## config.mk

```make
export PLATFORM = sky130hd
export DESIGN_NAME = unpacker_flat
export DESIGN_NICKNAME = d
export VERILOG_FILES = /design/src/rtl/unpacker_if.sv /design/src/rtl/unpacker.sv /design/src/flat_wrapper.sv
export SDC_FILE = /design/constraint.sdc
export NUM_CORES = 1
export LEC_CHECK = 0
export ABC_CLOCK_PERIOD_IN_PS = 2300
export BUFFER_PORTS_ARGS = -buffer_cell sky130_fd_sc_hd__buf_2
export CORE_ASPECT_RATIO = 0.8
export CORE_MARGIN = 4
export CORE_UTILIZATION = 54
export CTS_CLUSTER_DIAMETER = 80
export DETAILED_ROUTE_END_ITERATION = 10
export PLACE_DENSITY = 0.76
export SKIP_CTS_REPAIR_TIMING = 1
export SLEW_MARGIN = 20
export SYNTH_ARGS = -nofsm -noshare
export SYNTH_HDL_FRONTEND = slang
export SYNTH_SLANG_ARGS = --single-unit
```

## constraint.sdc

```tcl
create_clock -name aclk -period 2.3 [get_ports aclk]
set_clock_uncertainty 0.1 [all_clocks]
set_input_delay 0.115 -clock aclk [delete_from_list [all_inputs] [get_ports aclk]]
set_output_delay 0.115 -clock aclk [all_outputs]
set_load 0.05 [all_outputs]
```

## src/rtl/unpacker_if.sv

```systemverilog
// AXI4-Stream word channel carrying packed 24-bit RGB, 32 bits per beat.
// master drives the words, slave returns tready.
interface unpacker_if;
    logic [31:0] tdata;
    logic [3:0]  tkeep;
    logic        tlast;
    logic        tuser;
    logic        tvalid;
    logic        tready;

    modport master (
        output tdata, tkeep, tlast, tuser, tvalid,
        input  tready
    );

    modport slave (
        input  tdata, tkeep, tlast, tuser, tvalid,
        output tready
    );
endinterface

```

## src/rtl/unpacker.sv

```systemverilog
// Unpacks 3 words of packed RGB into 4 pixels, one per beat,
// carrying start-of-frame and end-of-line through to the pixel side.
module unpacker (
    input  logic        aclk,
    input  logic        aresetn,
    unpacker_if.slave   in_stream,
    output logic [7:0]  r,
    output logic [7:0]  g,
    output logic [7:0]  b,
    output logic        valid,
    output logic        eol,
    output logic        sof,
    input  logic        pixel_ready
);

    typedef enum logic [1:0] {PH0, PH1, PH2, PH3} phase_t;

    phase_t      phase, phase_n;
    logic [23:0] hold, hold_n;
    logic [23:0] pix, pix_n;
    logic        last_q, last_n;
    logic        valid_n, eol_n, sof_n;
    logic        load, take;
    logic [31:0] w;
    logic        unused_keep;

    assign unused_keep = ^in_stream.tkeep;

    assign load = !valid | pixel_ready;
    assign in_stream.tready = aresetn & load & (phase != PH3);
    assign take = in_stream.tvalid & in_stream.tready;
    assign w = in_stream.tdata;
    assign {r, g, b} = pix;

    always_comb begin
        phase_n = phase;
        hold_n  = hold;
        last_n  = last_q;
        pix_n   = pix;
        valid_n = valid;
        eol_n   = eol;
        sof_n   = sof;
        if (load) begin
            valid_n = 1'b0;
            eol_n   = 1'b0;
            sof_n   = 1'b0;
            // tuser on any word restarts decoding as if at phase 0
            unique case (1'b1)
                phase == PH3: begin
                    pix_n   = {hold[7:0], hold[15:8], hold[23:16]};
                    valid_n = 1'b1;
                    eol_n   = last_q;
                    last_n  = 1'b0;
                    phase_n = PH0;
                end
                take && (phase == PH0 || in_stream.tuser): begin
                    pix_n   = {w[7:0], w[15:8], w[23:16]};
                    valid_n = 1'b1;
                    sof_n   = in_stream.tuser;
                    hold_n  = {16'h0, w[31:24]};
                    phase_n = PH1;
                end
                take && phase == PH1 && !in_stream.tuser: begin
                    pix_n   = {hold[7:0], w[7:0], w[15:8]};
                    valid_n = 1'b1;
                    hold_n  = {8'h0, w[31:16]};
                    phase_n = PH2;
                end
                take && phase == PH2 && !in_stream.tuser: begin
                    pix_n   = {hold[7:0], hold[15:8], w[7:0]};
                    valid_n = 1'b1;
                    hold_n  = w[31:8];
                    last_n  = in_stream.tlast;
                    phase_n = PH3;
                end
                default: ;
            endcase
            // short line: end it here and drop the partial pixel bytes
            if (take && in_stream.tlast && phase_n != PH3) begin
                eol_n   = 1'b1;
                hold_n  = 24'h0;
                phase_n = PH0;
            end
        end
    end

    always_ff @(posedge aclk or negedge aresetn) begin
        if (!aresetn) begin
            phase  <= PH0;
            hold   <= 24'h0;
            last_q <= 1'b0;
            pix    <= 24'h0;
            valid  <= 1'b0;
            eol    <= 1'b0;
            sof    <= 1'b0;
        end else begin
            phase  <= phase_n;
            hold   <= hold_n;
            last_q <= last_n;
            pix    <= pix_n;
            valid  <= valid_n;
            eol    <= eol_n;
            sof    <= sof_n;
        end
    end

endmodule

```

## src/flat_wrapper.sv

```systemverilog
// flat-port wrapper written by rule: the top's interface ports become plain ports
module unpacker_flat 
  (aclk, aresetn, r, g, b, valid, eol, sof, pixel_ready, in_stream_tdata, in_stream_tkeep, in_stream_tlast, in_stream_tuser, in_stream_tvalid, in_stream_tready);
  unpacker_if in_stream_i ();
  input  logic aclk;
  input  logic aresetn;
  output logic [7:0] r;
  output logic [7:0] g;
  output logic [7:0] b;
  output logic valid;
  output logic eol;
  output logic sof;
  input  logic pixel_ready;
  input wire logic [$bits(in_stream_i.tdata)-1:0] in_stream_tdata;
  input wire logic [$bits(in_stream_i.tkeep)-1:0] in_stream_tkeep;
  input wire logic [$bits(in_stream_i.tlast)-1:0] in_stream_tlast;
  input wire logic [$bits(in_stream_i.tuser)-1:0] in_stream_tuser;
  input wire logic [$bits(in_stream_i.tvalid)-1:0] in_stream_tvalid;
  output wire logic [$bits(in_stream_i.tready)-1:0] in_stream_tready;
  assign in_stream_i.tdata = in_stream_tdata;
  assign in_stream_i.tkeep = in_stream_tkeep;
  assign in_stream_i.tlast = in_stream_tlast;
  assign in_stream_i.tuser = in_stream_tuser;
  assign in_stream_i.tvalid = in_stream_tvalid;
  assign in_stream_tready = in_stream_i.tready;
  unpacker u_core (.aclk(aclk), .aresetn(aresetn), .in_stream(in_stream_i), .r(r), .g(g), .b(b), .valid(valid), .eol(eol), .sof(sof), .pixel_ready(pixel_ready));
endmodule
```

==> impl_metrics.tcl, run 1 <==
set metrics [dict create \
    critical_path.top_delay_family "compound AO/OA/AOI/OAI gates" \
    die_w_um 91.1 \
    ys_warn_count 0 \
    fin_setup_tns_ns 0 \
    cts_root_buf "clkbuf_8" \
    cts_tree "yes" \
    post-route-util_pct 69.9 \
    cp_max_fo 20 \
    tightest_slew_ns 0.565 \
    vias 2983 \
    die_area_um2 6780 \
    vdd_drop_max_uv 463 \
    drt_first_pass_iters 5 \
    syn-cell-area_um2 2980 \
    critPathMaxStageDelay_ns 0.69 \
    clockBufferDepth 2 \
    final_design_area_no_fill_um2 3620 \
    path_cells "nand2b_1 -> a2111oi_4 -> nor2_1 -> o31ai_2" \
    synth.area.top_cells "dfrtp_1 (45%), nand2_1 (7.0%), nor2_1 (6.5%), a21oi_1 (5.9%), o31ai_2 (2.9%)" \
    power_leakage_uw 0.00169 \
    core_um2 5180 \
    synth_top_area_share_pct 45.3 \
    nNetsFinal 464 \
    via_per_inst 6.15 \
    cts_sinks 54 \
    worstPathRequired_ns 2.42 \
    rows 23 \
    yosys.area.top_type "dfrtp_1" \
    slew_headroom_pct 62.3 \
    grt_max_degree 40 \
    crit_buf_inv 0 \
    hold_viol 2 \
    die_y_um 74.5 \
    grt_pass1_vias 2864 \
    outcome "complete, but fails checks" \
    grt_usage_pct 26.8 \
    gr-total-overflow 0 \
    cts_buffers 5 \
    max_freq_ghz 0.498 \
    io_buffer_count 65 \
    placed_cell_area_um2 3450 \
    grt_pass1_wl_um 14200 \
    initial_core_util_pct 57.6 \
    place.gp.congestion 0.929 \
    clock_latency_ns 0.30 \
    yosys_register_bits 54 \
    detailedRoute.firstIterationViolations 313 \
    cp_slowest_cell "dfrtp_1" \
    drive_gt1_share_pct 26.5 \
    violations "negative hold slack" \
    powerDensity_nw_per_um2 893 \
    min_path_type "primary input to register" \
    setup_violations 0 \
    antenna_found_initial 0 \
    finalCritPeriodShare_pct 87.4 \
    r2r_start "u_core.phase[1]" \
    slew_violations 0 \
    finalWirelength_um 8780 \
    period_needed_ns 2.01 \
    areaGrowthSynthToFinish_pct 21.4 \
    pin_count 70 \
    whs_ns -0.00798 \
    synthCells 345 \
    critical_path.startpoint "u_core.phase[1]" \
    clk_pin_slew_worst_paths_ns 0.10 \
    start_kind "register" \
    crit_type "register to register" \
    rsz0062_at_grt "no" \
    htreeDepth 2 \
    worst_setup_path_end_kind "register" \
    synth-seq-area-share_pct 45.3 \
    post-route-drc-count 0 \
    avgSynthCellArea_um2 8.65 \
    dp_hpwl_um 6450 \
    cp.arrival_ns 2.13 \
    yosysUniqueCellTypes 38 \
    avgRoutedWirePerCell_um 18.1 \
    syn-num-nets 387 \
    power_uw 3230 \
    hold_start "in_stream_tdata[28]" \
    antennaDiodeCount 0 \
    max_cap_viol_count 0 \
    ant_nets 0 \
]
[flip-flops by register name (all words and copies together), names as in the netlist]
register	count
u_core.valid	1
u_core.sof	1
u_core.last_q	1
u_core.eol	1
u_core.phase	2
u_core.pix	24
u_core.hold	24
[metrics by stage]
step | hold WS [ns] | setup slack [ns] | std cells
global placement | 0.0353 | 0.350 | 471
detailed placement | 0.0543 | 0.317 | 471
floorplan | -0.281 | 0.402 | 345
CTS | -0.281 | 0.317 | 479
global route | 0.00286 | 0.0655 | 485
finish | -0.00798 | 0.290 | 485
[cell type report]
cell class / count / area (µm²)
Fill cell: 447 / 1560
Clock inverter: 3 / 40.0
Timing Repair Buffer: 96 / 573
Inverter: 1 / 3.75
Clock buffer: 5 / 68.8
Tap cell: 62 / 77.6
Multi-Input combinational cell: 264 / 1510
Sequential cell: 54 / 1350
[worst paths after layout]
check,end,slack (ns),cells past startpoint
worst min-delay path,u_core.hold[20],-0.008,3
worst min register to register,u_core.hold[21],0.38,2
worst max-delay path,u_core.hold[4],0.29,4
min in group asynchronous,u_core.sof,0.26,3
max in group asynchronous,u_core.hold[2],1.35,3
worst max register to register,u_core.hold[4],0.29,4
[per-layer routing]
layer | wire (µm) | share of wire [%] | up-vias | track usage [%]
li1 | - | - | 1387 | -
met4 | 245 | 2.8 | 0 | 8.36
met5 | 0 | 0 | - | 0
met2 | 4020 | 46 | 146 | 43.7
met3 | 764 | 8.7 | 22 | 5.06
met1 | 3740 | 43 | 1428 | 37.0
[worst register-to-register path, delay by kind of cell (launching register included)]
| kind | cells | cell delay (ns) |
|---|---|---|
| flops | 1 | 0.69 |
| simple gates | 2 | 0.31 |
| compound gates | 2 | 0.83 |
[layout by cell type, fill, tap and decap left out, types with 2 or more instances in the layout]
cell type,instances
a22o_1,4
nand2_1,56
buf_2,65
and2_1,2
o211ai_1,3
o21ai_1,11
clkinv_2,2
dfrtp_1,54
nand2b_1,5
o21ai_0,7
nand3_1,10
a221oi_1,9
a32o_1,2
dlygate4sd3_1,6
a21o_1,9
a32oi_1,5
clkbuf_8,5
a22oi_1,8
nand4_1,2
and4_1,6
o22a_1,7
buf_4,25
o31ai_2,7
nor2_1,52
nor2b_1,9
o21a_1,3
a21oi_1,35
[power breakdown]
group	switching, µW	total, µW	internal, µW
Clock	306	627	321
Sequential	129	1260	1130
Combinational	930	1340	414
Total	1360	3230	1870
[logic make-up after synthesis]
group / share of synthesized area, %
and+or+nand+nor: 22.4
buffers and inverters: 4.24
AOI/OAI and AO/OA: 28.1
DFF: 45.3
[cells in the mapped netlist]
master / number
a2111oi_0: 1
a2111oi_4: 1
a21o_1: 9
a21oi_1: 35
a21oi_2: 1
a221oi_1: 9
a22o_1: 4
a22oi_1: 8
a32o_1: 2
a32oi_1: 5
a41oi_1: 1
and2_1: 2
and3_1: 1
and4_1: 6
buf_2: 14
buf_6: 1
clkbuf_1: 11
dfrtp_1: 54
inv_1: 1
nand2_1: 56
nand2_2: 1
nand2b_1: 5
nand3_1: 10
nand4_1: 2
nor2_1: 52
nor2_2: 1
nor2b_1: 9
nor3_2: 1
nor4b_1: 1
o211ai_1: 3
o21a_1: 3
o21ai_0: 7
o21ai_1: 11
o21ai_2: 1
o21bai_2: 1
o22a_1: 7
o31ai_2: 7
or3b_1: 1
(Power assumes the default switching activity.)
==> run 2, diff against run 1 <==
--- a/config.mk
+++ b/config.mk
@@ -5,14 +5,14 @@
 export SDC_FILE = /design/constraint.sdc
 export NUM_CORES = 1
 export LEC_CHECK = 0
-export ABC_CLOCK_PERIOD_IN_PS = 2300
+export ABC_CLOCK_PERIOD_IN_PS = 2400
 export BUFFER_PORTS_ARGS = -buffer_cell sky130_fd_sc_hd__buf_2
 export CORE_ASPECT_RATIO = 0.8
 export CORE_MARGIN = 4
-export CORE_UTILIZATION = 54
+export CORE_UTILIZATION = 30
 export CTS_CLUSTER_DIAMETER = 80
 export DETAILED_ROUTE_END_ITERATION = 10
-export PLACE_DENSITY = 0.76
+export PLACE_DENSITY = 0.46
 export SKIP_CTS_REPAIR_TIMING = 1
 export SLEW_MARGIN = 20
 export SYNTH_ARGS = -nofsm -noshare
==> constraint.sdc (replaced) <==
create_clock -name aclk -period 2.4 [get_ports aclk]
set_clock_uncertainty 0.1 [all_clocks]
set_input_delay 0.12 -clock aclk [delete_from_list [all_inputs] [get_ports aclk]]
set_output_delay 0.12 -clock aclk [all_outputs]
set_load 0.05 [all_outputs]
==> impl_metrics.tcl, run 2 (synthesis gave the netlist of run 1 again) <==
set metrics [dict create \
    fin_setup_tns_ns 0 \
    slew_violations 0 \
    vdd_drop_max_uv 399 \
    clockBufferDepth 2 \
    final_cell_mix "buf_2 (65), nand2_1 (56), dfrtp_1 (54)" \
    reg_top3 "u_core.hold (24), u_core.pix (24), u_core.phase (2)" \
    r2r_slack_ns 0.28 \
    gr-total-overflow 0 \
    ant_nets 0 \
    crit_type "register to register" \
    clock_power_share_pct 23.1 \
    worst_setup_path_end_kind "register" \
    place.gp.congestion 0.827 \
    timing.final.ws_setup_ns 0.282 \
    critical_path.startpoint "u_core.phase[0]" \
    final_common_cell "buf_2" \
    cp_max_fo 13 \
    clk_pin_slew_worst_paths_ns 0.07 \
    worst-r2r-cell-count 5 \
    rows 32 \
    antennaDiodeCount 0 \
    cp.arrival_ns 2.23 \
    p_seq_share_pct 36.9 \
    post-route-drc-count 0 \
    holdPathStages 3 \
    core_um2 9690 \
    dp_hpwl_um 7460 \
    via_per_inst 5.14 \
    drive_gt1_share_pct 27.2 \
    die_y_um 97.2 \
    p_int_uw 1900 \
    finalWirelength_um 10300 \
    dpl_worst_slack_ns 0.299 \
    grt_pass1_wl_um 16400 \
    crit_path_end "u_core.hold[0]" \
    die_area_um2 11600 \
    pwr-share-comb_pct 40.0 \
    post-route-util_pct 38.8 \
    htreeDepth 2 \
    io_buffer_count 65 \
    vias 2876 \
    cts_buffers 5 \
    placed_cell_area_um2 3580 \
    p_sw_uw 1370 \
    whs_ns -0.0214 \
    swShare_pct 41.9 \
    violations "negative hold slack" \
    power_leakage_uw 0.00172 \
    worstPathRequired_ns 2.51 \
    rsz0062_at_grt "no" \
    period_needed_ns 2.12 \
    grt_max_degree 33 \
    cts_root_buf "clkbuf_16" \
    antenna_found_initial 0 \
    tightest_slew_ns 0.652 \
    hold_viol 2 \
    die_w_um 119 \
    clock_latency_ns 0.30 \
    start_kind "register" \
    drt_first_pass_iters 8 \
    avgRoutedWirePerCell_um 18.5 \
    final_design_area_no_fill_um2 3760 \
    setup_violations 0 \
    grt_pass1_vias 2924 \
    finalCritPeriodShare_pct 88.2 \
    grt_usage_pct 18.2 \
    nNetsFinal 464 \
    path_cells "buf_4 -> nand2b_1 -> a2111oi_4 -> nor2_1 -> o31ai_2" \
    max_freq_ghz 0.472 \
    outcome "complete, but fails checks" \
    detailedRoute.firstIterationViolations 191 \
    areaGrowthSynthToFinish_pct 26.0 \
    initial_core_util_pct 30.8 \
    r2r_start "u_core.phase[0]" \
    min_path_type "primary input to register" \
    pin_count 70 \
    slew_headroom_pct 56.5 \
    cts_tree "yes" \
    cp_slowest_cell "dfrtp_1" \
    max_cap_viol_count 0 \
    powerDensity_nw_per_um2 872 \
    critPathMaxStageDelay_ns 0.62 \
    cts_sinks 54 \
    r2r-end "u_core.hold[0]" \
]
## run 2: cell count changes in the layout (fill, tap and decap cells not counted), sizes merged
cell,delta
dlygate4sd3,-3
buf,+3
clkbuf,+2
clkinv,-1
bufinv,-1
## run 2: worst min path at each step
| stage | slack [ns] | startpoint | to |
|---|---|---|---|
| floorplan | -0.28 | aresetn | u_core.eol |
| global placement | 0.09 | aresetn | u_core.last_q |
| detailed placement | 0.09 | aresetn | u_core.last_q |
| CTS | -0.24 | aresetn | u_core.last_q |
| global route | 0.002 | in_stream_tdata[31] | u_core.hold[23] |
| finish | -0.02 | in_stream_tdata[29] | u_core.hold[21] |
## run 2: worst max-delay path, delay by kind of cell, from the launching register on
family	cells	cell delay, ns
AND/OR/NAND/NOR	2	0.23
AO/OA/AOI/OAI	2	0.82
flip-flops	1	0.62
buffers and inverters	1	0.26
## run 2: per-layer routing
layer	vias to the layer above	part of all wire (%)	GRT usage, %
li1	1385	-	-
met2	90	43	26.7
met5	-	0	0
met1	1391	50	26.6
met4	0	1.2	3.87
met3	10	6.4	5.06
## run 2: power groups by stage
stage	logic, µW	registers, µW	clock network (µW)
after detailed placement	1310	1220	0
final	1310	1210	758
after global routing	1420	1230	817
after global placement	1310	1220	0
after CTS	1320	1210	781
after floorplan	515	1590	0
## run 2: layout make-up
type / instances / area, µm²
Clock inverter: 1 / 5.00
Fill cell: 1034 / 5930
Tap cell: 136 / 170
Sequential cell: 54 / 1350
Inverter: 1 / 3.75
Multi-Input combinational cell: 264 / 1510
Clock buffer: 7 / 143
Timing Repair Buffer: 96 / 578
## run 2: per-stage QoR
stage / total power [µW] / hold WS [ns] / cells
6_report: 3280 / -0.0214 / 559
5_1_grt: 3460 / 0.00236 / 559
4_1_cts: 3310 / -0.244 / 556
3_5_place_dp: 2530 / 0.0851 / 548
3_3_place_gp: 2530 / 0.0945 / 548
2_1_floorplan: 2110 / -0.276 / 345
